$ cat src/rtl/sensor_hub_controller_if.sv
// Byte-link and sensor-side signal bundle for the sensor hub controller.
// Latency: none (wires only).
// Backpressure: none; tx_start/data_received are single-cycle strobes with no handshake.
interface sensor_hub_controller_if #(
    parameter int NUM_SENSORS = 4
) ();
    logic [7:0]               data_in;
    logic                     data_received;
    logic [40*NUM_SENSORS-1:0] sensor_data;
    logic [NUM_SENSORS-1:0]   sensor_error;
    logic [NUM_SENSORS-1:0]   start_sensor;
    logic [7:0]               data_out;
    logic                     tx_start;
    logic                     busy;

    // Host side: UART receiver and sensor interfaces drive, transmitter consumes.
    modport master (
        output data_in, data_received, sensor_data, sensor_error,
        input  start_sensor, data_out, tx_start, busy
    );

    // Controller side.
    modport slave (
        input  data_in, data_received, sensor_data, sensor_error,
        output start_sensor, data_out, tx_start, busy
    );
endinterface

$ cat src/rtl/sensor_hub_controller.sv
// Wake/address/command front end that triggers a sensor, checks its frame and streams the reply.
// Latency: every response output is registered one edge after the state that produces it.
// Backpressure: none; received bytes outside SLEEP/WAIT_ADDRESS/WAIT_COMMAND are dropped.
module sensor_hub_controller #(
    parameter int NUM_SENSORS  = 4,
    parameter int SENSOR_WAIT  = 213,
    parameter int BYTE_GAP     = 11,
    parameter int IDLE_TIMEOUT = 9600
) (
    input  logic                    clk_9600hz,
    input  logic                    reset,
    sensor_hub_controller_if.slave  bus
);
    // One shared counter serves the idle timeout, the sensor wait and the byte gap.
    localparam int CNT_W = $clog2(IDLE_TIMEOUT + SENSOR_WAIT + BYTE_GAP + 1);
    localparam logic [CNT_W-1:0] IDLE_LAST   = CNT_W'(IDLE_TIMEOUT - 1);
    localparam logic [CNT_W-1:0] SENSOR_LAST = CNT_W'(SENSOR_WAIT);
    // The emitting state itself is the last cycle of the gap, so wait BYTE_GAP-1 cycles.
    localparam logic [CNT_W-1:0] GAP_LAST    = CNT_W'(BYTE_GAP - 2);

    typedef enum logic [3:0] {
        S_SLEEP,
        S_ACK,
        S_WAIT_ADDRESS,
        S_WAIT_COMMAND,
        S_WAIT_SENSOR,
        S_CAPTURE,
        S_HEADER,
        S_GAP_WAIT,
        S_DATA,
        S_END
    } state_t;

    state_t                 r_state, w_state_nxt;
    logic [CNT_W-1:0]       r_cnt, w_cnt_nxt;
    logic [7:0]             r_addr, w_addr_nxt;
    logic [7:0]             r_cmd, w_cmd_nxt;
    logic [7:0]             r_header, w_header_nxt;
    logic [31:0]            r_payload, w_payload_nxt;
    logic [2:0]             r_left, w_left_nxt;
    logic [NUM_SENSORS-1:0] r_start, w_start_nxt;
    logic                   r_tx, w_tx_nxt;
    logic [7:0]             r_dout, w_dout_nxt;

    logic [39:0]            w_frame;
    logic                   w_err;
    logic [NUM_SENSORS-1:0] w_onehot;
    logic [7:0]             w_sum;
    logic                   w_fault;

    // Select the addressed sensor's frame, error flag and trigger bit.
    always_comb begin
        w_frame  = '0;
        w_err    = 1'b0;
        w_onehot = '0;
        for (int i = 0; i < NUM_SENSORS; i++) begin
            if (r_addr == 8'(i)) begin
                w_frame     = bus.sensor_data[40*i +: 40];
                w_err       = bus.sensor_error[i];
                w_onehot[i] = 1'b1;
            end
        end
        w_sum   = w_frame[39:32] + w_frame[31:24] + w_frame[23:16] + w_frame[15:8];
        w_fault = w_err | (w_sum != w_frame[7:0]);
    end

    // State and datapath registers; reset abandons any transaction in flight.
    always_ff @(posedge clk_9600hz or posedge reset) begin
        if (reset) begin
            r_state   <= S_SLEEP;
            r_cnt     <= '0;
            r_addr    <= '0;
            r_cmd     <= '0;
            r_header  <= '0;
            r_payload <= '0;
            r_left    <= '0;
            r_start   <= '0;
            r_tx      <= 1'b0;
            r_dout    <= '0;
        end else begin
            r_state   <= w_state_nxt;
            r_cnt     <= w_cnt_nxt;
            r_addr    <= w_addr_nxt;
            r_cmd     <= w_cmd_nxt;
            r_header  <= w_header_nxt;
            r_payload <= w_payload_nxt;
            r_left    <= w_left_nxt;
            r_start   <= w_start_nxt;
            r_tx      <= w_tx_nxt;
            r_dout    <= w_dout_nxt;
        end
    end

    // Next-state and next-output decode for the transaction sequencer.
    always_comb begin
        w_state_nxt   = r_state;
        w_cnt_nxt     = r_cnt;
        w_addr_nxt    = r_addr;
        w_cmd_nxt     = r_cmd;
        w_header_nxt  = r_header;
        w_payload_nxt = r_payload;
        w_left_nxt    = r_left;
        w_start_nxt   = '0;
        w_tx_nxt      = 1'b0;
        w_dout_nxt    = r_dout;

        case (r_state)
            S_SLEEP: begin
                if (bus.data_received && bus.data_in == 8'h00) begin
                    w_state_nxt = S_ACK;
                end
            end

            S_ACK: begin
                w_tx_nxt    = 1'b1;
                w_dout_nxt  = 8'h01;
                w_cnt_nxt   = '0;
                w_state_nxt = S_WAIT_ADDRESS;
            end

            S_WAIT_ADDRESS: begin
                if (bus.data_received) begin
                    w_addr_nxt = bus.data_in;
                    w_cnt_nxt  = '0;
                    if ({24'd0, bus.data_in} >= NUM_SENSORS) begin
                        // Unknown sensor: report it without waiting for a command.
                        w_header_nxt = 8'hE0;
                        w_left_nxt   = '0;
                        w_state_nxt  = S_HEADER;
                    end else begin
                        w_state_nxt = S_WAIT_COMMAND;
                    end
                end else if (r_cnt == IDLE_LAST) begin
                    w_state_nxt = S_SLEEP;
                end else begin
                    w_cnt_nxt = r_cnt + 1'b1;
                end
            end

            S_WAIT_COMMAND: begin
                if (bus.data_received) begin
                    w_cmd_nxt = bus.data_in;
                    w_cnt_nxt = '0;
                    if (bus.data_in[7:2] == 6'b000001) begin
                        w_state_nxt = S_WAIT_SENSOR;
                    end else begin
                        w_header_nxt = 8'hFF;
                        w_left_nxt   = '0;
                        w_state_nxt  = S_HEADER;
                    end
                end else if (r_cnt == IDLE_LAST) begin
                    w_state_nxt = S_SLEEP;
                end else begin
                    w_cnt_nxt = r_cnt + 1'b1;
                end
            end

            S_WAIT_SENSOR: begin
                // Trigger on the first cycle, then let the sensor settle.
                if (r_cnt == '0) begin
                    w_start_nxt = w_onehot;
                end
                if (r_cnt == SENSOR_LAST) begin
                    w_cnt_nxt   = '0;
                    w_state_nxt = S_CAPTURE;
                end else begin
                    w_cnt_nxt = r_cnt + 1'b1;
                end
            end

            S_CAPTURE: begin
                // Payload is left-aligned so DATA always sends the top byte.
                case (r_cmd)
                    8'h04: begin
                        w_header_nxt  = 8'h02;
                        w_payload_nxt = {w_frame[23:8], 16'h0000};
                        w_left_nxt    = 3'd2;
                    end
                    8'h05: begin
                        w_header_nxt  = 8'h01;
                        w_payload_nxt = {w_frame[39:24], 16'h0000};
                        w_left_nxt    = 3'd2;
                    end
                    8'h06: begin
                        w_header_nxt  = 8'h00;
                        w_payload_nxt = '0;
                        w_left_nxt    = 3'd0;
                    end
                    default: begin
                        w_header_nxt  = 8'h03;
                        w_payload_nxt = w_frame[39:8];
                        w_left_nxt    = 3'd4;
                    end
                endcase
                if (w_fault) begin
                    w_header_nxt  = 8'h0F;
                    w_payload_nxt = '0;
                    w_left_nxt    = 3'd0;
                end
                w_state_nxt = S_HEADER;
            end

            S_HEADER: begin
                w_tx_nxt    = 1'b1;
                w_dout_nxt  = r_header;
                w_cnt_nxt   = '0;
                w_state_nxt = S_GAP_WAIT;
            end

            S_GAP_WAIT: begin
                if (r_cnt == GAP_LAST) begin
                    w_cnt_nxt   = '0;
                    w_state_nxt = (r_left != 3'd0) ? S_DATA : S_END;
                end else begin
                    w_cnt_nxt = r_cnt + 1'b1;
                end
            end

            S_DATA: begin
                w_tx_nxt      = 1'b1;
                w_dout_nxt    = r_payload[31:24];
                w_payload_nxt = {r_payload[23:0], 8'h00};
                w_left_nxt    = r_left - 3'd1;
                w_cnt_nxt     = '0;
                w_state_nxt   = S_GAP_WAIT;
            end

            S_END: begin
                w_tx_nxt    = 1'b1;
                w_dout_nxt  = 8'hF0;
                w_state_nxt = S_SLEEP;
            end

            default: begin
                w_state_nxt = S_SLEEP;
            end
        endcase
    end

    assign bus.start_sensor = r_start;
    assign bus.tx_start     = r_tx;
    assign bus.data_out     = r_dout;
    assign bus.busy         = (r_state != S_SLEEP);

endmodule

$ cat src/flat_wrapper.sv
// flat-port wrapper written by rule: the top's interface ports become plain ports
module sensor_hub_controller_flat 
#(
    parameter int NUM_SENSORS  = 4,
    parameter int SENSOR_WAIT  = 213,
    parameter int BYTE_GAP     = 11,
    parameter int IDLE_TIMEOUT = 9600
)
  (clk_9600hz, reset, bus_data_in, bus_data_received, bus_sensor_data, bus_sensor_error, bus_start_sensor, bus_data_out, bus_tx_start, bus_busy);
  sensor_hub_controller_if #(.NUM_SENSORS(NUM_SENSORS)) bus_i ();
  input  logic clk_9600hz;
  input  logic reset;
  input wire logic [$bits(bus_i.data_in)-1:0] bus_data_in;
  input wire logic [$bits(bus_i.data_received)-1:0] bus_data_received;
  input wire logic [$bits(bus_i.sensor_data)-1:0] bus_sensor_data;
  input wire logic [$bits(bus_i.sensor_error)-1:0] bus_sensor_error;
  output wire logic [$bits(bus_i.start_sensor)-1:0] bus_start_sensor;
  output wire logic [$bits(bus_i.data_out)-1:0] bus_data_out;
  output wire logic [$bits(bus_i.tx_start)-1:0] bus_tx_start;
  output wire logic [$bits(bus_i.busy)-1:0] bus_busy;
  assign bus_i.data_in = bus_data_in;
  assign bus_i.data_received = bus_data_received;
  assign bus_i.sensor_data = bus_sensor_data;
  assign bus_i.sensor_error = bus_sensor_error;
  assign bus_start_sensor = bus_i.start_sensor;
  assign bus_data_out = bus_i.data_out;
  assign bus_tx_start = bus_i.tx_start;
  assign bus_busy = bus_i.busy;
  sensor_hub_controller #(.NUM_SENSORS(NUM_SENSORS), .SENSOR_WAIT(SENSOR_WAIT), .BYTE_GAP(BYTE_GAP), .IDLE_TIMEOUT(IDLE_TIMEOUT)) u_core (.clk_9600hz(clk_9600hz), .reset(reset), .bus(bus_i));
endmodule
$ cat config.mk
export PLATFORM = sky130hd
export DESIGN_NAME = sensor_hub_controller_flat
export DESIGN_NICKNAME = d
export VERILOG_FILES = /design/src/rtl/sensor_hub_controller_if.sv /design/src/rtl/sensor_hub_controller.sv /design/src/flat_wrapper.sv
export SDC_FILE = /design/constraint.sdc
export NUM_CORES = 1
export LEC_CHECK = 0
export CORE_ASPECT_RATIO = 0.8
export CORE_MARGIN = 1
export CORE_UTILIZATION = 48
export CTS_CLUSTER_SIZE = 25
export DETAILED_ROUTE_END_ITERATION = 12
export PLACE_DENSITY = 0.86
export RECOVER_POWER = 100
export SETUP_SLACK_MARGIN = 0.4
export SLEW_MARGIN = 20
export SYNTH_ARGS = -nofsm -noshare
export SYNTH_HDL_FRONTEND = slang
export SYNTH_SLANG_ARGS = --single-unit
$ cat constraint.sdc
create_clock -name clk_9600hz -period 7.4 [get_ports clk_9600hz]
set_clock_uncertainty 0.1 [all_clocks]
set_input_delay 1.48 -clock clk_9600hz [delete_from_list [all_inputs] [get_ports clk_9600hz]]
set_output_delay 1.48 -clock clk_9600hz [all_outputs]
set_load 0.02 [all_outputs]
# Word-level counts from Yosys, hierarchy flattened
# Cells that the tools add are included.
# W data, S select, Z words.
[classes]
add_sub_neg = 5
order_cmp = 1
n_eq_ne = 28
n_mux = 48
bitwise = 1
n_reduce_logical = 23
[op_table]
columns = ["operator", "count"]
rows = [
  ["$mux W40", 4],
  ["$pmux W32 S3", 1],
  ["$pmux W32 S2", 1],
  ["$mux W14", 4],
  ["$pmux W14 S4", 1],
  ["$mux W4", 9],
  ["$mux W32", 1],
  ["$mux W8", 4],
  ["$pmux W4 S8", 1],
  ["$pmux W8 S4", 1],
  ["$add A8 B8 Y8", 3],
  ["$eq A8 B3 Y1 const B", 3],
  ["$pmux W8 S3", 1],
  ["$mux W3", 6],
  ["$eq A4 B3 Y1 const B", 4],
  ["$eq A8 B2 Y1 const B", 2],
  ["$logic_not A8 Y1", 2],
  ["$reduce_bool A4 Y1", 4],
  ["$add A14 B1 Y14 const B", 1],
  ["$eq A14 B14 Y1 const B", 1],
  ["$eq A14 B4 Y1 const B", 1],
  ["$eq A14 B8 Y1 const B", 1],
  ["$logic_not A14 Y1", 1],
  ["$pmux W3 S4", 1],
  ["other kinds (26)", 48],
]
[word_totals]
regBits = 90
in_bits = 175
out_inout_bits = 14
wordCells = 116

# Longest topological paths before layout
# Gate-level depths: netlist (run 1).
[depth]
depth_word = 12
depth_mapped = 22
depth_no_buf = 17

# Worst setup path after synthesis (run 1)
# Ideal clock, no wire load.
[synth_timing]
kind = "register to register"
startpoint = "reg u_core.r_addr[0]"
endpoint = "reg u_core.r_payload[1]"
setup_ns = 0.074
arrival_time_ns = 5.485
slack_ns = 1.741
stages_incl_launch_ff = 23
n_path_buf = 6
synth_period_minus_slack_ns = 5.659
path_cell_list = "dfrtp_1 > buf_6 > buf_4 > buf_1 > buf_2 > mux4_2 > nand2_1 > fa_1 > inv_1 > fa_1 > ha_1 > inv_1 > fa_1 > inv_1 > and4_1 > o221ai_1 > nor4b_2 > nor4b_4 > nand4_2 > or3_1 > buf_6 > buf_12 > o21ai_2"
[synth_via]
elab_chain_cells = 12
[synth_rtl]
columns = ["item", "line_no", "rtl"]
rows = [
  ["start: declaration", "sensor_hub_controller.sv:36", "logic [7:0] r_addr, w_addr_nxt;"],
  ["start signal: assignment", "sensor_hub_controller.sv:83", "r_addr <= w_addr_nxt;"],
  ["$logic_not A8 Y1", "sensor_hub_controller.sv:57", "if (r_addr == 8'(i)) begin"],
  ["$mux W40 (4 in a row)", "sensor_hub_controller.sv:57", ""],
  ["$add A8 B8 Y8 (3 in a row)", "sensor_hub_controller.sv:63", "w_sum = w_frame[39:32] + w_frame[31:24] + w_frame[23:16] + w_frame[15:8];"],
  ["$ne A8 B8 Y1", "sensor_hub_controller.sv:64", "w_fault = w_err | (w_sum != w_frame[7:0]);"],
  ["$or A1 B1 Y1", "sensor_hub_controller.sv:64", ""],
  ["$mux W32 (*)", "sensor_hub_controller.sv:195", "if (w_fault) begin"],
  ["$pmux W32 S2 (*)", "sensor_hub_controller.sv:107", "case (r_state)"],
  ["end signal: assignment", "sensor_hub_controller.sv:86", "r_payload <= w_payload_nxt;"],
  ["end: declaration", "sensor_hub_controller.sv:39", "logic [31:0] r_payload, w_payload_nxt;"],
]
# Mark *: on every way between the ends. The rest lies on a longest branch, timed or not.
# A chain may end at the register's enable or synchronous reset.

# Worst setup path in the final report (run 1)
[layout_timing]
startpoint = "in bus_sensor_data[51]"
endpoint = "reg u_core.r_payload[31]"
[layout_via]
elab_chain_cells = 8
[layout_rtl]
columns = ["item", "line_no", "rtl"]
rows = [
  ["start: declaration", "flat_wrapper.sv:15", "input wire logic [$bits(bus_i.sensor_data)-1:0] bus_sensor_data;"],
  ["$mux W40 (3 in a row)", "sensor_hub_controller.sv:57", ""],
  ["$add A8 B8 Y8", "sensor_hub_controller.sv:63", ""],
  ["$ne A8 B8 Y1", "sensor_hub_controller.sv:64", ""],
  ["$or A1 B1 Y1", "sensor_hub_controller.sv:64", ""],
  ["$mux W32", "sensor_hub_controller.sv:195", ""],
  ["$pmux W32 S2", "sensor_hub_controller.sv:107", ""],
]
# No other way between the ends.

==> summary.txt, run 1 <==
STA
  – Slew margin rel.: 32.7%
  – Number of setup violations in the final report: 0
  – Max Clk Rate: 0.150 GHz
  – RSZ-0062 raised after global routing: false
  – Final setup TNS: 0 ns
  – Worst slew pin tran: just over 1 ns
  – Pins Over Slew Limit: 0
  – Fin. Hold Viols: 0
  – Final min period: roughly 6.7 ns
  – Hold_ws: 0.384 ns
  – Fin crit share: between 80 and 90%

Clock tree
  – CTS Buf Count: 9
  – Clk Tree Root Cell: clkbuf_16
  – Post-CTS sizing: 0
  – Setup bufs post-CTS: 0
  – CTS tree: done
  – CTS sink count: just under 90
  – Clk slew on worst S/H paths: about 0.060 ns
  – Clock Latency Late Sink: 0.35 ns
  – Max Root-Sink Buffers: 2
  – Number of hold buffers added after CTS: 0
  – Clock H-tree levels: 3

Placed design
  – Placed Area: between 0.008 and 0.009 mm²
  – Hpwl dp: 14.5 mm
  – RePlAce Congestion: 0.969
  – Buffers on Ports: 188

Floorplan
  – IO Count: ~190
  – Die height: between 100 and 150 µm
  – Placeable Area: roughly 0.013 mm²
  – Die Width: roughly 130 µm
  – Rows: 37
  – Initial Util: approximately half
  – Die ar.: ~0.014 mm²

Synthesis
  – Post-synth EDFFs: 0
  – Cell count after synthesis: approximately 630
  – Yosys top cell area share: 34.6%
  – Avg Cell Area, Syn: about 10 µm²
  – Synth Register Bits: 87
  – Synth Flop Type: dfrtp_1
  – Fraction of registers with async set/reset: 100%
  – Most numerous cell in the Yosys netlist: dfrtp_1
  – Yosys top cell by area: dfrtp_1
  – Synth unique cells: 65
  – Synth top area cells: dfrtp_1 35%, mux4_2 11%, fa_1 4.5%, o21ai_0 4.2%, mux4_1 3.8%
  – Net Count, Synth: a little over 800
  – Synth warnings: 0
  – Post-Synthesis Cell Area: roughly 0.0063 mm²
  – Most frequent cells after synthesis: 87 x dfrtp_1, 61 x nand2_1, 53 x o21ai_0
  – Part of the Yosys area used for sequential elements: ~35%

Run
  – Max cap viols: 0

GRT
  – Largest net degree at the start of global routing: around 90
  – GRT Total Usage: between 20% and 30%
  – Vias in the first global route: 5990
  – GRT Residual Overflow: 0
  – Initial antenna violation count: 0
  – Global-route wire length before repair: roughly 30 mm

Cells and area
  – Sequential cell area: 0.00218 mm²
  – Multi-input gate area: about 0.0037 mm²
  – Final Cell Area: between 0.008 and 0.009 mm²
  – Antenna diodes: 0
  – Final core occ: 66.6%
  – Total Nets Final: 999
  – Fill cells: around 990
  – Area Growth Syn to Fin: 35.8%
  – Layout cell share with drive strength beyond 1: about 10%

Worst setup path
  – Largest fanout on the critical path: 17
  – CP Capture Type: flop
  – CP Class: in -> reg
  – WP data arrival: 6.78 ns
  – Startpoint Class: primary input
  – Crit path required time: approximately 7.5 ns

Status
  – Status: finished clean

Pwr
  – Switching pwr: about 1.1 mW
  – Leakage: 3.56 nW
  – Clock Power Share: 17.0%
  – Combinational Power Share: 51.3%
  – Int Power: 1.59 mW
  – Sequential power share: 31.7%
  – PD cells: about 310 mW/mm²
  – Peak VDD IR: 0.279 mV
  – Switching Fraction: between 40 and 50%

Drt
  – Initial DRT Pass Iterations: 5
  – DR iter-0 viols: 660
  – Routed WL: 19.2 mm
  – Routed Antenna Nets: 0
  – Via Count: 5968
  – Routed len/inst: 19.6 µm
  – Vias per Instance: a little over 6
  – DR DRC count: 0

Min path
  – Worst Hold Class: reg -> reg
final timing paths:
kind / startpoint / endpoint / slack, ns / depth (start not counted)
setup / recovery: bus_sensor_data[51] / u_core.r_payload[31] / 0.74 / 16
hold / removal: u_core.r_payload[4] / u_core.r_payload[4] / 0.38 / 2
setup reg to reg: u_core.r_addr[5] / u_core.r_payload[31] / 1.14 / 19
hold reg to reg: u_core.r_payload[4] / u_core.r_payload[4] / 0.38 / 2
max in group asynchronous: reset / u_core.r_addr[0] / 4.89 / 3
min in group asynchronous: reset / u_core.r_payload[27] / 1.72 / 3
kinds of logic (layout without fill, tap and decap cells):
group                    count (synthesis)  count (layout)  synth area share (%)
buffers and inverters                   86             260                  5.88
multiplexers                            59              59                  18.0
XOR/XNOR                                12              12                  1.89
AO/OA/AOI/OAI                          161             161                  16.7
AND/OR/NAND/NOR                        198             198                  16.1
flip-flops                              87              87                  34.6
adder cells (fa/ha/maj)                 26              26                  6.84
registers in the layout, summed over array words and instances, names as in the netlist:
name / count
u_core.r_left: 3
u_core.r_header: 5
u_core.r_addr: 8
u_core.r_payload: 32
u_core.r_cmd: 8
u_core.bus.tx_start: 1
u_core.r_cnt: 14
u_core.bus.start_sensor: 4
u_core.bus.data_out: 8
u_core.r_state: 4
per-layer routing:
layer  part of all wire, %  GRT usage, %  vias to the layer above
li1                      -             -                     2673
met1                    40          37.7                     2926
met2                    50          46.4                      337
met3                   8.8          6.79                       32
met4                   1.8          9.47                        0
met5                     0             0                        -
power groups by stage:
stage	combinational, mW	sequential (mW)	clock, mW
6_report	1.38	0.851	0.457
4_1_cts	1.40	0.847	0.461
5_1_grt	1.50	0.875	0.482
2_1_floorplan	1.07	0.738	0
3_5_place_dp	1.38	0.854	0
3_3_place_gp	1.32	0.839	0
through the flow:
| stage | cells | worst slack, ns | power, mW |
|---|---|---|---|
| 3_3_place_gp | 962 | 0.937 | 2.16 |
| 2_1_floorplan | 629 | 1.74 | 1.81 |
| 4_1_cts | 978 | 1.07 | 2.71 |
| 6_report | 978 | 0.742 | 2.69 |
| 3_5_place_dp | 962 | 0.761 | 2.23 |
| 5_1_grt | 978 | 0.470 | 2.86 |
area by class of cell:
class | instances | share of cell area (%)
Timing Repair Buffer | 198 | 22.9
Inverter | 46 | 2.04
Clock inverter | 5 | 0.659
Clock buffer | 11 | 2.84
Sequential cell | 87 | 25.5
Tap cell | 175 | 2.56
Multi-Input combinational cell | 456 | 43.5
worst max-delay path, stage by stage:
cell and delay, ns:
dlygate4sd3_1 0.55, mux4_2 0.47, and3_1 0.26, fa_1 0.58
inv_1 0.07, fa_1 0.53, inv_1 0.04, ha_1 0.35
xnor2_1 0.39, nand4_1 0.18, a21oi_1 0.21, a211oi_1 0.09
nor4b_4 0.29, nand4_1 0.23, or2_0 0.59, o41ai_2 0.46
cells in the final DEF (no fill, tap or decap), types with 3 or more instances in the layout:
cell	count
nor3_1	17
mux4_2	30
fa_1	14
dlygate4sd3_1	18
a211oi_1	3
a21oi_1	32
nor2b_1	4
o211ai_1	3
o31ai_1	4
or2_0	3
clkdlybuf4s50_1	170
nor4_1	4
a31oi_1	8
nand4_1	6
mux4_1	9
nand3_1	11
xor2_1	3
nor2_1	35
xnor2_1	8
ha_1	12
and2_1	3
a32oi_1	3
inv_1	45
clkbuf_16	9
nand2_1	61
or3_1	4
and3_1	31
buf_4	8
a221o_1	6
and4_1	4
mux2_2	16
dfrtp_1	85
a22oi_1	20
o21ai_0	63
mux2i_1	3
(Power assumes the default switching activity.)
==> run 2: changes to the inputs <==
--- a/config.mk
+++ b/config.mk
@@ -13,7 +13,7 @@
 export PLACE_DENSITY = 0.86
 export RECOVER_POWER = 100
 export SETUP_SLACK_MARGIN = 0.4
-export SLEW_MARGIN = 20
+export SLEW_MARGIN = 5
 export SYNTH_ARGS = -nofsm -noshare
 export SYNTH_HDL_FRONTEND = slang
 export SYNTH_SLANG_ARGS = --single-unit
==> run 2 against run 1 <==
Clock power hardly changed; via count hardly changed; clock-buffer cell count stayed put; global-route usage stayed put; die area stayed put; sequential share of layout area hardly changed; register-to-register slack hardly changed; total power hardly changed; non-clock buffer count stayed put; sequential cell count stayed put; largest cell class unchanged; largest power group unchanged; highest routed layer unchanged.
==> summary.txt, run 2 (same netlist as run 1, synthesis figures left out) <==
Status
  – Status: finished clean (unchanged)

GRT
  – GRT busiest layer: met2 (unchanged)
  – GR Util met2: 46.4% (unchanged)
  – Vias in the first global route: 5990 (unchanged)
  – Met1 Track Usage GR: 37.7% (unchanged)
  – Grt met3 use: 6.79% (unchanged)
  – GRT Total Usage: 28.7% (unchanged)
  – Initial antenna violation count: 0 (unchanged)
  – Largest net degree at the start of global routing: 88 (unchanged)
  – GRT Residual Overflow: 0 (unchanged)
  – Global-route wire length before repair: 30.0 mm (unchanged)

Worst setup path
  – Reg-to-Reg End: u_core.r_payload[31] (unchanged)
  – Top delay family on crit path: simple AND/OR/NAND/NOR gates (unchanged)
  – Largest fanout on the critical path: 17 (unchanged)
  – WP data arrival: 6.78 ns (about the same)
  – Worst R2R Path Depth: 19 (unchanged)
  – R2r setup slk: 1.13 ns (was 1.14 ns)
  – Startpoint Class: primary input (unchanged)
  – CP bufs+invs: 3 (unchanged)
  – Slowest Stage Delay on Critical Path: 0.58 ns (was 0.59 ns)
  – Crit-path slowest cell: fa_1 (was or2_0)
  – CP Class: in -> reg (unchanged)
  – Crit path required time: 7.52 ns (about the same)
  – Crit-path cells: dlygate4sd3_1 -> mux4_2 -> and3_1 -> fa_1 -> inv_1 -> fa_1 -> inv_1 -> ha_1 -> xnor2_1 -> nand4_1 -> a21oi_1 -> a211oi_1 -> nor4b_4 -> nand4_1 -> or2_0 -> o41ai_2 (unchanged)
  – CP Capture Type: flop (unchanged)
  – Reg-to-reg startpoint: u_core.r_addr[5] (unchanged)

Placed design
  – RePlAce Congestion: 0.969 (unchanged)
  – Placed Area: 0.00829 mm² (unchanged)
  – Dpl ws: 0.761 ns (unchanged)
  – Buffers on Ports: 188 (unchanged)
  – Hpwl dp: 14.5 mm (unchanged)

Cells and area
  – Commonest non-fill, non-tap cell in the layout: clkdlybuf4s50_1 (unchanged)
  – Antenna diodes: 0 (unchanged)
  – Max reg flops: 32 (unchanged)
  – Largest reg by FF count: u_core.r_payload (unchanged)
  – Most frequent cells in the layout: 170 x clkdlybuf4s50_1, 85 x dfrtp_1, 63 x o21ai_0 (unchanged)
  – Area Growth Syn to Fin: 35.7% (was 35.8%)
  – Total Nets Final: 999 (unchanged)
  – Final Cell Area: 0.00854 mm² (was 0.00855 mm²)
  – Largest regs: u_core.r_payload x32, u_core.r_cnt x14 (unchanged)
  – Layout cell share with drive strength beyond 1: 10.1% (unchanged)
  – Fill cells: 986 (was 985)

STA
  – Final min period: 6.66 ns (about the same)
  – Worst slew pin tran: 1.09 ns (was 1.01 ns)
  – Fin crit share: 90.0% (about the same)
  – Final worst slack: 0.741 ns (was 0.742 ns)
  – Pins Over Slew Limit: 0 (unchanged)
  – Max Clk Rate: 0.150 GHz (about the same)
  – RSZ-0062 raised after global routing: false (unchanged)
  – Number of setup violations in the final report: 0 (unchanged)
  – Final setup TNS: 0 ns (unchanged)
  – Slew margin rel.: 27.7% (was 32.7%)
  – Fin. Hold Viols: 0 (unchanged)

Drt
  – DR iter-0 viols: 662 (was 660)
  – DR DRC count: 0 (unchanged)
  – Routed WL: 19.2 mm (about the same)
  – Routed Antenna Nets: 0 (unchanged)
  – Initial DRT Pass Iterations: 8 (was 5)
  – Via Count: 5964 (was 5968)
  – Vias per Instance: 6.10 (about the same)
  – Routed len/inst: 19.6 µm (about the same)

Min path
  – Cell count of the worst hold path: 2 (unchanged)
  – Hold path endpoint: u_core.r_payload[4] (unchanged)
  – HP Start: u_core.r_payload[4] (unchanged)
  – Worst Hold Class: reg -> reg (unchanged)

Clock tree
  – Clock Latency Late Sink: 0.34 ns (was 0.35 ns)
  – Clk Tree Root Cell: clkbuf_16 (unchanged)
  – Clock H-tree levels: 3 (unchanged)
  – Max Root-Sink Buffers: 2 (unchanged)
  – Clk slew on worst S/H paths: 0.06 ns (about the same)
  – CTS tree: done (unchanged)
  – CTS sink count: 87 (unchanged)
  – Setup bufs post-CTS: 0 (unchanged)
  – CTS Buf Count: 9 (unchanged)
  – Number of hold buffers added after CTS: 0 (unchanged)
  – Post-CTS sizing: 0 (unchanged)

Floorplan
  – Placeable Area: 0.0128 mm² (unchanged)
  – Die Width: 130 µm (unchanged)
  – Rows: 37 (unchanged)
  – IO Count: 189 (unchanged)
  – Initial Util: 49.1% (unchanged)
  – Die ar.: 0.0136 mm² (unchanged)
  – Die height: 104 µm (unchanged)

Pwr
  – PD cells: 315 mW/mm² (about the same)
  – Total power draw: 2.69 mW (about the same)
  – Peak VDD IR: 0.280 mV (was 0.279 mV)
  – Leakage: 3.56 nW (about the same)

Run
  – Max cap viols: 0 (unchanged)
run 2: cell counts in the layout (fill, tap and decap cells not counted):
No cell type changed its count.
run 2: layer usage:
| metal | routed length, µm | up-vias |
|---|---|---|
| li1 | - | 2671 |
| met1 | 7640 | 2935 |
| met4 | 341 | 0 |
| met5 | 0 | - |
| met2 | 9540 | 324 |
| met3 | 1650 | 34 |
run 2: metrics by stage:
step	hold WS, ns	utilization [%]	instances
global route	0.425	66.6	978
finish	0.384	66.6	978
global placement	0.359	64.7	962
CTS	0.382	67.0	978
detailed placement	0.369	64.7	962
floorplan	0.346	-	629
run 2: where the power goes:
group	total (mW)	switching, mW	internal (mW)
registers	0.851	0.218	0.634
clock network	0.457	0.186	0.271
logic	1.38	0.698	0.684
run 2: worst max-delay path by stage:
stage / start / cells after the start / end / slack, ns
after global routing: bus_sensor_data[51] / 16 / u_core.r_payload[31] / 0.47
after CTS: bus_sensor_data[51] / 16 / u_core.r_payload[15] / 1.07
after global placement: bus_sensor_data[131] / 16 / u_core.r_payload[14] / 0.94
final: bus_sensor_data[51] / 16 / u_core.r_payload[31] / 0.74
after floorplan: u_core.r_addr[0] / 22 / u_core.r_payload[1] / 1.74
after detailed placement: bus_sensor_data[51] / 16 / u_core.r_payload[12] / 0.76
run 2: layout make-up:
cell class              count  area [µm²]  share of cell area (%)
clock buffers              11         243                    2.84
well taps                 175         219                    2.56
repair buffers            198        1950                    22.9
flip-flops and latches     87        2180                    25.5
inverters                  46         174                    2.04
clock inverters             5        56.3                   0.659
multi-input cells         456        3720                    43.5
run 2: tightest hold or removal path: stages, from the launching register on:
cell and delay (ns):
dfrtp_1 0.34, nand2_1 0.05, o21ai_0 0.06
==> run 3: changes to the inputs <==
--- a/config.mk
+++ b/config.mk
@@ -5,11 +5,13 @@
 export SDC_FILE = /design/constraint.sdc
 export NUM_CORES = 1
 export LEC_CHECK = 0
+export CAP_MARGIN = 20
 export CORE_ASPECT_RATIO = 0.8
 export CORE_MARGIN = 1
 export CORE_UTILIZATION = 48
 export CTS_CLUSTER_SIZE = 25
 export DETAILED_ROUTE_END_ITERATION = 12
+export GPL_TIMING_DRIVEN = 0
 export PLACE_DENSITY = 0.86
 export RECOVER_POWER = 100
 export SETUP_SLACK_MARGIN = 0.4
==> run 3 against run 2 <==
The flow now finishes with violations (max-capacitance violations, max-slew violations); via count up 3.0%; non-clock buffer count up 33; global-route usage up 0.52 points; worst hold slack worse by 0.0029 ns; total power up 1.8%; register-to-register slack worse by 0.58 ns; sequential power down 13%; combinational power up 12%.
==> summary.txt, run 3 (same netlist as run 1, synthesis figures left out) <==
Status
  – Status: finished, violations left (was finished clean)
  – Violated checks: max-capacitance violations, max-slew violations

Floorplan
  – Die Width: 130 µm (unchanged)
  – Die ar.: 0.0136 mm² (unchanged)
  – Initial Util: 49.1% (unchanged)
  – Placeable Area: 0.0128 mm² (unchanged)
  – Die height: 104 µm (unchanged)
  – IO Count: 189 (unchanged)
  – Rows: 37 (unchanged)

Worst setup path
  – Reg-to-reg startpoint: u_core.r_addr[1] (was u_core.r_addr[5])
  – Reg-to-Reg End: u_core.r_payload[3] (was u_core.r_payload[31])
  – R2r setup slk: 0.55 ns (was 1.13 ns)
  – WP data arrival: 7.01 ns (was 6.78 ns)
  – CP Class: reg -> reg (was in -> reg)
  – Worst R2R Path Depth: 22 (was 19)
  – Startpoint Class: flop (was primary input)
  – Crit path required time: 7.56 ns (was 7.52 ns)
  – CP Capture Type: flop (unchanged)
  – Largest fanout on the critical path: 10 (was 17)

Clock tree
  – CTS Buf Count: 9 (unchanged)
  – Number of hold buffers added after CTS: 0 (unchanged)
  – Max Root-Sink Buffers: 2 (unchanged)
  – Clk slew on worst S/H paths: 0.06 ns (about the same)
  – CTS tree: done (unchanged)
  – Clock H-tree levels: 3 (unchanged)
  – Clock Latency Late Sink: 0.35 ns (was 0.34 ns)
  – Clk Tree Root Cell: clkbuf_16 (unchanged)
  – Setup bufs post-CTS: 0 (unchanged)
  – CTS sink count: 87 (unchanged)

STA
  – Hold_ws: 0.381 ns (was 0.384 ns)
  – Number of setup violations in the final report: 0 (unchanged)
  – Slew margin rel.: -141% (was 27.7%)
  – Worst slew pin tran: 3.61 ns (was 1.09 ns)
  – Final setup TNS: 0 ns (unchanged)
  – RSZ-0062 raised after global routing: false (unchanged)
  – Max Clk Rate: 0.146 GHz (was 0.150 GHz)
  – Fin crit share: 92.5% (was 90.0%)
  – Final min period: 6.85 ns (was 6.66 ns)
  – Fin. Hold Viols: 0 (unchanged)
  – Pins Over Slew Limit: 71 (was 0)

Placed design
  – Buffers on Ports: 188 (unchanged)
  – Inst Count DP: 994 (was 962)
  – RePlAce Congestion: 0.934 (was 0.969)
  – Hpwl dp: 15.5 mm (was 14.5 mm)

Pwr
  – Leakage: 3.62 nW (was 3.56 nW)
  – PD cells: 316 mW/mm² (was 315 mW/mm²)
  – Peak VDD IR: 0.183 mV (was 0.280 mV)

Drt
  – Routed WL: 19.5 mm (was 19.2 mm)
  – DR DRC count: 0 (unchanged)
  – DR iter-0 viols: 693 (was 662)
  – Routed Antenna Nets: 0 (unchanged)
  – Routed len/inst: 19.3 µm (was 19.6 µm)
  – Via Count: 6141 (was 5964)
  – Vias per Instance: 6.07 (was 6.10)
  – Initial DRT Pass Iterations: 8 (unchanged)

Cells and area
  – Non-Filler Instances: 1011 (was 978)
  – Area Growth Syn to Fin: 37.6% (was 35.7%)
  – Max reg flops: 32 (unchanged)
  – Layout cell share with drive strength beyond 1: 9.93% (was 10.1%)
  – Commonest non-fill, non-tap cell in the layout: clkdlybuf4s50_1 (unchanged)
  – Largest reg by FF count: u_core.r_payload (unchanged)
  – Largest regs: u_core.r_payload x32, u_core.r_cnt x14 (unchanged)
  – Antenna diodes: 0 (unchanged)
  – Total Nets Final: 1032 (was 999)
  – Most frequent cells in the layout: 171 x clkdlybuf4s50_1, 87 x dfrtp_1, 62 x o21ai_0 (was 170 x clkdlybuf4s50_1, 85 x dfrtp_1, 63 x o21ai_0)

Min path
  – Cell count of the worst hold path: 2 (unchanged)
  – Hold path endpoint: u_core.r_payload[31] (was u_core.r_payload[4])
  – Worst Hold Class: reg -> reg (unchanged)
  – HP Start: u_core.r_payload[23] (was u_core.r_payload[4])

GRT
  – Global-route wire length before repair: 30.1 mm (was 30.0 mm)
  – Initial antenna violation count: 0 (unchanged)
  – GRT Total Usage: 29.2% (was 28.7%)
  – GRT Residual Overflow: 0 (unchanged)
  – Vias in the first global route: 5839 (was 5990)
  – Largest net degree at the start of global routing: 71 (was 88)

Run
  – Max cap viols: 1 (was 0)
## run 3: cell count changes in the layout (fill, tap and decap cells not counted), moves of 3 or more
cell / before / now
buf_6: 0 / 3
buf_4: 9 / 1
clkbuf_1: 2 / 30
buf_2: 0 / 5
## run 3: worst max path at each step
stage                                start              endpoint  slack (ns)  cells past startpoint
after global placement    u_core.r_addr[1]   u_core.r_payload[1]        0.61                     22
after global routing      u_core.r_addr[1]   u_core.r_payload[4]        0.26                     22
after CTS                 u_core.r_addr[1]  u_core.r_payload[20]        0.62                     22
final                     u_core.r_addr[1]   u_core.r_payload[3]        0.55                     22
after floorplan           u_core.r_addr[0]   u_core.r_payload[1]        1.74                     22
after detailed placement  u_core.r_addr[1]  u_core.r_payload[20]        0.40                     22
## run 3: metrics by stage
stage | setup slack, ns | utilization [%] | power [mW] | instance area (µm²)
finish | 0.553 | 67.6 | 2.74 | 8660
CTS | 0.620 | 68.1 | 2.75 | 8730
floorplan | 1.74 | - | 1.81 | 6290
detailed placement | 0.400 | 65.7 | 2.28 | 8430
global route | 0.255 | 67.6 | 2.91 | 8660
global placement | 0.608 | 65.5 | 2.23 | 8400
## run 3: layer usage
layer,global-route usage (%),vias to the layer above,part of all wire (%)
met2,43.5,382,46
met1,42.2,2983,42
met5,0,-,0
li1,-,2740,-
met3,7.61,36,11
met4,7.14,0,1.6
## run 3: cell type report
cell class              instances  area, µm²
fillers                       978       4160
multi-input cells             456       3700
flip-flops and latches         87       2180
repair buffers                191       1900
clock buffers                   9        225
well taps                     175        219
plain buffers                  40        199
inverters                      46        174
clock inverters                 7       71.3
## run 3: where the power goes
part | internal [mW] | total, mW | leakage, nW | switching (mW)
logic | 0.713 | 1.54 | 2.32 | 0.829
clock network | 0.262 | 0.453 | 0.150 | 0.191
registers | 0.634 | 0.743 | 1.14 | 0.109
total | 1.61 | 2.74 | 3.62 | 1.13
## run 3: critical path, cell delays in order, from the launching register on
cell,delay [ns]
dfrtp_1,0.35
clkbuf_1,0.39
clkbuf_1,0.53
clkbuf_1,0.54
clkbuf_2,0.41
mux4_2,0.31
nand2_1,0.11
fa_1,0.57
inv_1,0.07
fa_1,0.57
ha_1,0.18
inv_1,0.07
fa_1,0.40
xnor2_1,0.36
nand4_1,0.15
a21oi_1,0.19
a211oi_1,0.09
nor4b_4,0.31
nand4_2,0.20
or3_1,0.36
buf_6,0.16
buf_12,0.14
o21ai_0,0.17
## run 3: what timing repair did
action | 4_1_cts | 5_1_grt
resized for setup | 1 | 3
gates cloned | 0 | 0
endpoints found under the setup margin | 4 | 23
endpoints found under the hold margin | 0 | 0
